===== src/rtl/mc_ctrl_pkg.sv =====
// ============================================================================
// mc_ctrl_pkg : shared encodings for the handshake multicycle control unit
// Revision    : 1.0
// ============================================================================
`default_nettype none

package mc_ctrl_pkg;

   // JAL and JALR share one state (is_immediate follows the opcode) so the
   // full set, including the mul/div states, fits the 4-bit debug encoding.
   typedef enum logic [3:0] {
      ST_FETCH    = 4'd0,
      ST_DECODE   = 4'd1,
      ST_MEMADR   = 4'd2,
      ST_MEMREAD  = 4'd3,
      ST_MEMWB    = 4'd4,
      ST_MEMWRITE = 4'd5,
      ST_EXECUTER = 4'd6,
      ST_EXECUTEI = 4'd7,
      ST_JUMP     = 4'd8,
      ST_BRANCH   = 4'd9,
      ST_AUIPC    = 4'd10,
      ST_LUI      = 4'd11,
      ST_ALUWB    = 4'd12,
      ST_MULDIV   = 4'd13,
      ST_MDWB     = 4'd14,
      ST_TRAP     = 4'd15
   } state_e;

   localparam logic [6:0] OP_LOAD   = 7'b0000011;
   localparam logic [6:0] OP_STORE  = 7'b0100011;
   localparam logic [6:0] OP_RTYPE  = 7'b0110011;
   localparam logic [6:0] OP_ITYPE  = 7'b0010011;
   localparam logic [6:0] OP_JAL    = 7'b1101111;
   localparam logic [6:0] OP_JALR   = 7'b1100111;
   localparam logic [6:0] OP_BRANCH = 7'b1100011;
   localparam logic [6:0] OP_AUIPC  = 7'b0010111;
   localparam logic [6:0] OP_LUI    = 7'b0110111;

   localparam logic [6:0] F7_MULDIV = 7'b0000001;

   localparam logic [1:0] ALUOP_ADD    = 2'b00;
   localparam logic [1:0] ALUOP_BRANCH = 2'b01;
   localparam logic [1:0] ALUOP_FUNCT  = 2'b10;

   localparam logic [1:0] SRC_A_PC     = 2'b00;
   localparam logic [1:0] SRC_A_RS1    = 2'b01;
   localparam logic [1:0] SRC_A_OLDPC  = 2'b10;
   localparam logic [1:0] SRC_A_ZERO   = 2'b11;

   localparam logic [1:0] SRC_B_RS2    = 2'b00;
   localparam logic [1:0] SRC_B_FOUR   = 2'b01;
   localparam logic [1:0] SRC_B_IMM    = 2'b10;

   localparam logic [1:0] CAUSE_NONE    = 2'b00;
   localparam logic [1:0] CAUSE_ILLEGAL = 2'b01;
   localparam logic [1:0] CAUSE_BUS     = 2'b10;

   function automatic logic is_mem_state(input state_e s);
      return (s == ST_FETCH) || (s == ST_MEMREAD) || (s == ST_MEMWRITE);
   endfunction

endpackage

`default_nettype wire


===== src/rtl/mc_mem_wait_timer.sv =====
// ============================================================================
// mc_mem_wait_timer : per-access wait counter with bus-timeout strobe
// Revision          : 1.0
// ============================================================================
`default_nettype none

module mc_mem_wait_timer #(
   parameter int MEM_TIMEOUT = 16,
   parameter int TIMER_W     = 5
) (
   input  logic clk,
   input  logic rst_n,
   input  logic wait_cycle,
   output logic timeout
);

   logic [TIMER_W-1:0] count_q;
   logic [TIMER_W-1:0] count_d;

   generate
      if (MEM_TIMEOUT > 0) begin : g_timeout
         assign timeout = wait_cycle && (count_q == TIMER_W'(MEM_TIMEOUT - 1));
      end else begin : g_no_timeout
         assign timeout = 1'b0;
      end
   endgenerate

   // Any cycle that is not a held wait (ready, leaving, or outside a memory
   // state) zeroes the count, so every new access starts from 0.
   always_comb begin
      count_d = '0;
      if (wait_cycle && !timeout) begin
         count_d = count_q + TIMER_W'(1);
      end
   end

   always_ff @(posedge clk or negedge rst_n) begin
      if (!rst_n) begin
         count_q <= '0;
      end else begin
         count_q <= count_d;
      end
   end

endmodule

`default_nettype wire


===== src/rtl/mc_control_unit_hs.sv =====
// ============================================================================
// mc_control_unit_hs : RV32I multicycle control FSM with memory handshake,
//                      traps, and optional mul/div sequencing (MC_MULDIV_EN)
// Revision           : 1.0
// ============================================================================
`default_nettype none

module mc_control_unit_hs
   import mc_ctrl_pkg::*;
#(
   parameter int MEM_TIMEOUT = 16,
   parameter int TIMER_W     = 5
) (
   input  logic       clk,
   input  logic       rst_n,
   input  logic [6:0] instruction_opcode,
   input  logic [6:0] instruction_funct7,
   input  logic       mem_ready,
   input  logic       md_done,
   output logic       pc_write,
   output logic       ir_write,
   output logic       pc_source,
   output logic       reg_write,
   output logic       memory_read,
   output logic       memory_write,
   output logic       is_immediate,
   output logic       pc_write_cond,
   output logic       lorD,
   output logic       memory_to_reg,
   output logic [1:0] aluop,
   output logic [1:0] alu_src_a,
   output logic [1:0] alu_src_b,
   output logic       md_start,
   output logic       md_wb_sel,
   output logic       trap,
   output logic [1:0] trap_cause,
   output logic [3:0] dbg_state
);

   state_e     state_q, state_d;
   logic [1:0] cause_q, cause_d;
   logic       timeout;

`ifdef MC_MULDIV_EN
   logic md_issued_q, md_issued_d;
`else
   logic unused_md_done;
   assign unused_md_done = md_done;
`endif

   mc_mem_wait_timer #(
      .MEM_TIMEOUT (MEM_TIMEOUT),
      .TIMER_W     (TIMER_W)
   ) u_wait_timer (
      .clk        (clk),
      .rst_n      (rst_n),
      .wait_cycle (is_mem_state(state_q) && !mem_ready),
      .timeout    (timeout)
   );

   always_comb begin
      state_d       = state_q;
      cause_d       = cause_q;
      pc_write      = 1'b0;
      ir_write      = 1'b0;
      pc_source     = 1'b0;
      reg_write     = 1'b0;
      memory_read   = 1'b0;
      memory_write  = 1'b0;
      is_immediate  = 1'b0;
      pc_write_cond = 1'b0;
      lorD          = 1'b0;
      memory_to_reg = 1'b0;
      aluop         = ALUOP_ADD;
      alu_src_a     = SRC_A_PC;
      alu_src_b     = SRC_B_RS2;
      md_start      = 1'b0;
      md_wb_sel     = 1'b0;
`ifdef MC_MULDIV_EN
      md_issued_d   = (state_q == ST_MULDIV);
`endif

      case (state_q)
         ST_FETCH: begin
            memory_read = !timeout;
            alu_src_b   = SRC_B_FOUR;
            if (mem_ready) begin
               ir_write = 1'b1;
               pc_write = 1'b1;
               state_d  = ST_DECODE;
            end else if (timeout) begin
               state_d = ST_TRAP;
               cause_d = CAUSE_BUS;
            end
         end
         ST_DECODE: begin
            alu_src_a = SRC_A_OLDPC;
            alu_src_b = SRC_B_IMM;
            case (instruction_opcode)
               OP_LOAD, OP_STORE: state_d = ST_MEMADR;
               OP_RTYPE:          state_d = ST_EXECUTER;
               OP_ITYPE:          state_d = ST_EXECUTEI;
               OP_JAL, OP_JALR:   state_d = ST_JUMP;
               OP_BRANCH:         state_d = ST_BRANCH;
               OP_AUIPC:          state_d = ST_AUIPC;
               OP_LUI:            state_d = ST_LUI;
               default: begin
                  state_d = ST_TRAP;
                  cause_d = CAUSE_ILLEGAL;
               end
            endcase
         end
         ST_MEMADR: begin
            alu_src_a = SRC_A_RS1;
            alu_src_b = SRC_B_IMM;
            state_d   = (instruction_opcode == OP_LOAD) ? ST_MEMREAD : ST_MEMWRITE;
         end
         ST_MEMREAD: begin
            memory_read = !timeout;
            lorD        = !timeout;
            if (mem_ready) begin
               state_d = ST_MEMWB;
            end else if (timeout) begin
               state_d = ST_TRAP;
               cause_d = CAUSE_BUS;
            end
         end
         ST_MEMWB: begin
            reg_write     = 1'b1;
            memory_to_reg = 1'b1;
            state_d       = ST_FETCH;
         end
         ST_MEMWRITE: begin
            memory_write = !timeout;
            lorD         = !timeout;
            if (mem_ready) begin
               state_d = ST_FETCH;
            end else if (timeout) begin
               state_d = ST_TRAP;
               cause_d = CAUSE_BUS;
            end
         end
         ST_EXECUTER: begin
            alu_src_a = SRC_A_RS1;
            alu_src_b = SRC_B_RS2;
            aluop     = ALUOP_FUNCT;
            state_d   = ST_ALUWB;
            if (instruction_funct7 == F7_MULDIV) begin
`ifdef MC_MULDIV_EN
               state_d = ST_MULDIV;
`else
               state_d = ST_TRAP;
               cause_d = CAUSE_ILLEGAL;
`endif
            end
         end
         ST_EXECUTEI: begin
            alu_src_a    = SRC_A_RS1;
            alu_src_b    = SRC_B_IMM;
            aluop        = ALUOP_FUNCT;
            is_immediate = 1'b1;
            state_d      = ST_ALUWB;
         end
         ST_JUMP: begin
            alu_src_a    = SRC_A_OLDPC;
            alu_src_b    = SRC_B_FOUR;
            pc_write     = 1'b1;
            pc_source    = 1'b1;
            is_immediate = (instruction_opcode == OP_JALR);
            state_d      = ST_ALUWB;
         end
         ST_BRANCH: begin
            alu_src_a     = SRC_A_RS1;
            alu_src_b     = SRC_B_RS2;
            aluop         = ALUOP_BRANCH;
            pc_write_cond = 1'b1;
            pc_source     = 1'b1;
            state_d       = ST_FETCH;
         end
         ST_AUIPC: begin
            alu_src_a = SRC_A_OLDPC;
            alu_src_b = SRC_B_IMM;
            state_d   = ST_ALUWB;
         end
         ST_LUI: begin
            alu_src_a = SRC_A_ZERO;
            alu_src_b = SRC_B_IMM;
            state_d   = ST_ALUWB;
         end
         ST_ALUWB: begin
            reg_write = 1'b1;
            state_d   = ST_FETCH;
         end
`ifdef MC_MULDIV_EN
         ST_MULDIV: begin
            md_start = !md_issued_q;
            if (md_done) begin
               state_d = ST_MDWB;
            end
         end
         ST_MDWB: begin
            reg_write = 1'b1;
            md_wb_sel = 1'b1;
            state_d   = ST_FETCH;
         end
`endif
         ST_TRAP: begin
            state_d = ST_TRAP;
         end
         default: begin
            state_d = ST_TRAP;
            cause_d = CAUSE_ILLEGAL;
         end
      endcase
   end

   assign trap       = (state_q == ST_TRAP);
   assign trap_cause = cause_q;
   assign dbg_state  = state_q;

   always_ff @(posedge clk or negedge rst_n) begin
      if (!rst_n) begin
         state_q <= ST_FETCH;
         cause_q <= CAUSE_NONE;
      end else begin
         state_q <= state_d;
         cause_q <= cause_d;
      end
   end

`ifdef MC_MULDIV_EN
   always_ff @(posedge clk or negedge rst_n) begin
      if (!rst_n) begin
         md_issued_q <= 1'b0;
      end else begin
         md_issued_q <= md_issued_d;
      end
   end
`endif

endmodule

`default_nettype wire


===== config.mk =====
export PLATFORM = sky130hd
export DESIGN_NAME = mc_control_unit_hs
export DESIGN_NICKNAME = d
export VERILOG_FILES = /design/src/rtl/mc_ctrl_pkg.sv /design/src/rtl/mc_mem_wait_timer.sv /design/src/rtl/mc_control_unit_hs.sv
export SDC_FILE = /design/constraint.sdc
export NUM_CORES = 1
export LEC_CHECK = 0
export CAP_MARGIN = 20
export CORE_MARGIN = 3
export CORE_UTILIZATION = 43
export DETAILED_ROUTE_END_ITERATION = 12
export HOLD_SLACK_MARGIN = 0.03
export PLACE_DENSITY = 0.8
export SETUP_SLACK_MARGIN = 0.5
export SYNTH_ARGS = -nofsm -noshare
export SYNTH_HDL_FRONTEND = slang
export SYNTH_HIERARCHICAL = 1
export SYNTH_SLANG_ARGS = --single-unit
export TNS_END_PERCENT = 20

===== constraint.sdc =====
create_clock -name clk -period 3.2 [get_ports clk]
set_clock_uncertainty 0.1 [all_clocks]
set_input_delay 0.8 -clock clk [delete_from_list [all_inputs] [get_ports clk]]
set_output_delay 0.8 -clock clk [all_outputs]
set_load 0.02 [all_outputs]

==> flow_metrics.py <==
metrics = {
    "min_path": {
        "holdPathStages": 1,
        "min_path_type": "reg2reg",
    },
    "sta": {
        "final_hold_viol_count": 0,
        "clock.fmax_mhz": 346,
        "period_needed_ns": 2.89,
        "maxSlewHeadroom": 0.509,
        "whs_ns": 0.401,
        "setup_violations": 0,
        "rsz0062_at_grt": "true",
        "worst-slew-pin-transition_ns": 0.730,
        "drv_slew": 0,
        "finalWorstSetupSlack_ns": 0.306,
        "min_period_over_period": 0.904,
        "final.setup.tns_ns": 0,
    },
    "synth": {
        "synth.cell_area_mm2": 0.00107,
        "synth-async-reset-ratio": 1.00,
        "synthCells": 144,
        "synth_largest_area_cell": "dfrtp_1",
        "yosys.area_share.simple": 0.389,
        "syn_avg_cell_area_um2": 7.43,
        "synth_top_family_by_area": "simple AND/OR/NAND/NOR gates",
        "synth_edf_count": 0,
        "synth-xor-area-share": 0.0246,
        "synth_fa_ha_area_frac": 0.0234,
        "synth-seq-cells": 11,
        "ys.flop_type": "dfrtp_1",
        "synth_compound_area_frac": 0.192,
        "synth_area_leaders": "dfrtp_1 26%, nor2_1 8.1%, a21oi_1 4.2%",
        "ys_seq_area_frac": 0.257,
        "synth_top_area_frac": 0.257,
        "synth_mux_area_frac": 0.0374,
        "synth_cell_type_count": 44,
        "yosysWarnings": 6,
    },
    "floorplan": {
        "num_rows": 17,
        "die_h_um": 55.9,
        "io_pins": 43,
        "die_w_um": 55.9,
        "initial_core_util": 0.470,
        "core_area_mm2": 0.00228,
        "die_area_mm2": 0.00312,
    },
    "cts": {
        "cts_made_buffers": 3,
        "clk_pin_slew_ns": 0.07,
        "worstSkewPairLatency_ns": 0.27,
        "root_buffer": "clkbuf_4",
        "cts.htree.levels": 1,
        "tritoncts": "done",
        "clkSinkCount": 11,
        "clk_path_buf_depth": 2,
    },
    "placed_design": {
        "port_buffers": 39,
        "hpwl_mm": 2.56,
        "dp.cells": 218,
        "post-place-ws_ns": -0.348,
        "place.gp.congestion": 0.862,
    },
    "grt": {
        "track_usage": 0.231,
        "grt-ovfl-total": 0,
        "grt_pass1_wl_mm": 5.92,
        "antenna_found_initial": 0,
        "grt_max_degree": 21,
        "grt_pass1_vias": 1337,
    },
    "power_and_ir_drop": {
        "vdd_drop_max_mv": 0.491,
        "p_leak_nw": 0.756,
        "power.density_mw_per_mm2": 716,
        "power.total_mw": 1.26,
    },
    "route": {
        "drtAntennaViolNets": 0,
        "wl_per_cell_um": 16.4,
        "drt_iter0_drc": 44,
        "drtPass1Iterations": 5,
        "routed_wl_mm": 3.80,
        "vias_per_cell": 5.86,
        "vias": 1360,
        "drc": 0,
    },
    "worst_setup_path": {
        "required_ns": 2.30,
        "worst_setup_path_start_kind": "flop",
        "reg2reg_depth": 9,
        "worstPathArrival_ns": 1.99,
        "cp-end-kind": "output pin",
        "cp_max_fo": 14,
        "path_class": "reg2out",
    },
    "cells_and_area": {
        "n_antenna_cell": 0,
        "area_growth_pct": 64.3,
        "mostFrequentLayoutCells": "27 x clkdlybuf4s50_1, 23 x nor2_1, 19 x buf_4",
        "drive_above_1_share": 0.275,
        "final_common_cell": "clkdlybuf4s50_1",
        "layout.nets": 225,
        "fin_cells": 232,
        "n_fill_cell": 170,
    },
    "status": {
        "status": "complete, no violations",
    },
    "job": {
        "cap_violations": 0,
    },
}
==> area by class of cell <==
| type | instances | area [um^2] | share of cell area |
|---|---|---|---|
| clock buffer | 3 | 22.5 | 0.0128 |
| clock inverter | 1 | 5.00 | 0.00285 |
| inverter | 4 | 15.0 | 0.00854 |
| multi-input combinational | 119 | 797 | 0.453 |
| sequential | 11 | 279 | 0.159 |
| tap | 28 | 35.0 | 0.0199 |
| timing repair buffer | 66 | 604 | 0.344 |
==> cells in the mapped netlist, types with 2 or more instances <==
cell / instances
o32ai_1: 2
nor3_1: 5
nand3_1: 9
buf_4: 3
mux2i_1: 4
nand3b_1: 2
nor2_1: 23
and3_1: 2
and2_1: 2
inv_1: 4
buf_2: 2
xnor2_1: 2
ha_1: 2
a21o_1: 2
nor2b_1: 7
o21ai_0: 5
nand2b_1: 6
nand2_1: 9
o21a_1: 3
nor4_1: 2
clkbuf_1: 4
dfrtp_1: 11
o21ai_1: 2
o221ai_1: 2
a21oi_1: 9
o31ai_1: 2
==> cells by family after synthesis <==
kind of cell,count (synthesis)
simple gates,76
compound gates,32
buf+inv,15
flops,11
mux,4
xor+xnor,3
fa+ha+maj,2
other cells,1
==> flip-flops by register name (all words and copies together), names as in the netlist <==
name                  cells
dbg_state                 4
trap_cause                2
u_wait_timer/count_q      5
==> final timing paths <==
check,from,to,slack [ns]
worst min register to register,trap_cause[0],trap_cause[0],0.40
worst max-delay path,dbg_state[2],aluop[1],0.31
max in group asynchronous,rst_n,dbg_state[2],1.88
min in group asynchronous,rst_n,u_wait_timer/count_q[1],0.76
worst max register to register,dbg_state[1],trap_cause[0],0.85
worst min-delay path,trap_cause[0],trap_cause[0],0.40
==> power by group <==
part / internal, mW / switching, mW / leakage, nW / total (mW)
Combinational: 0.410 / 0.527 / 0.600 / 0.937
Sequential: 0.172 / 0.0545 / 0.139 / 0.226
Clock: 0.0462 / 0.0490 / 0.0177 / 0.0952
==> timing repair <==
| item | CTS | global route |
|---|---|---|
| pin swaps | 5 | 4 |
| setup buffers | 10 | 0 |
| resized for setup | 47 | 16 |
| hold buffers | 0 | 0 |
| endpoints found under the setup margin | 16 | 18 |
==> worst max-delay path, cell delays in order (launching register included) <==
cell and delay, ns:
dfrtp_2 0.46, buf_4 0.23, nor2b_1 0.26, and2_1 0.17, clkdlybuf4s50_1 0.61
==> through the flow <==
stage	util	cell area, um^2
floorplan	-	1090
global placement	0.694	1580
detailed placement	0.694	1580
CTS	0.741	1690
global route	0.772	1760
finish	0.772	1760
==> metal layers <==
metal	vias up	share of wire	routed length, um	global-route usage
met5	-	0	0	0
met4	0	0.022	83	0.102
met3	15	0.065	246	0.0302
met2	75	0.53	2000	0.431
met1	643	0.39	1470	0.259
li1	627	-	-	-
No activity file was read; power rests on OpenSTA's default activity.
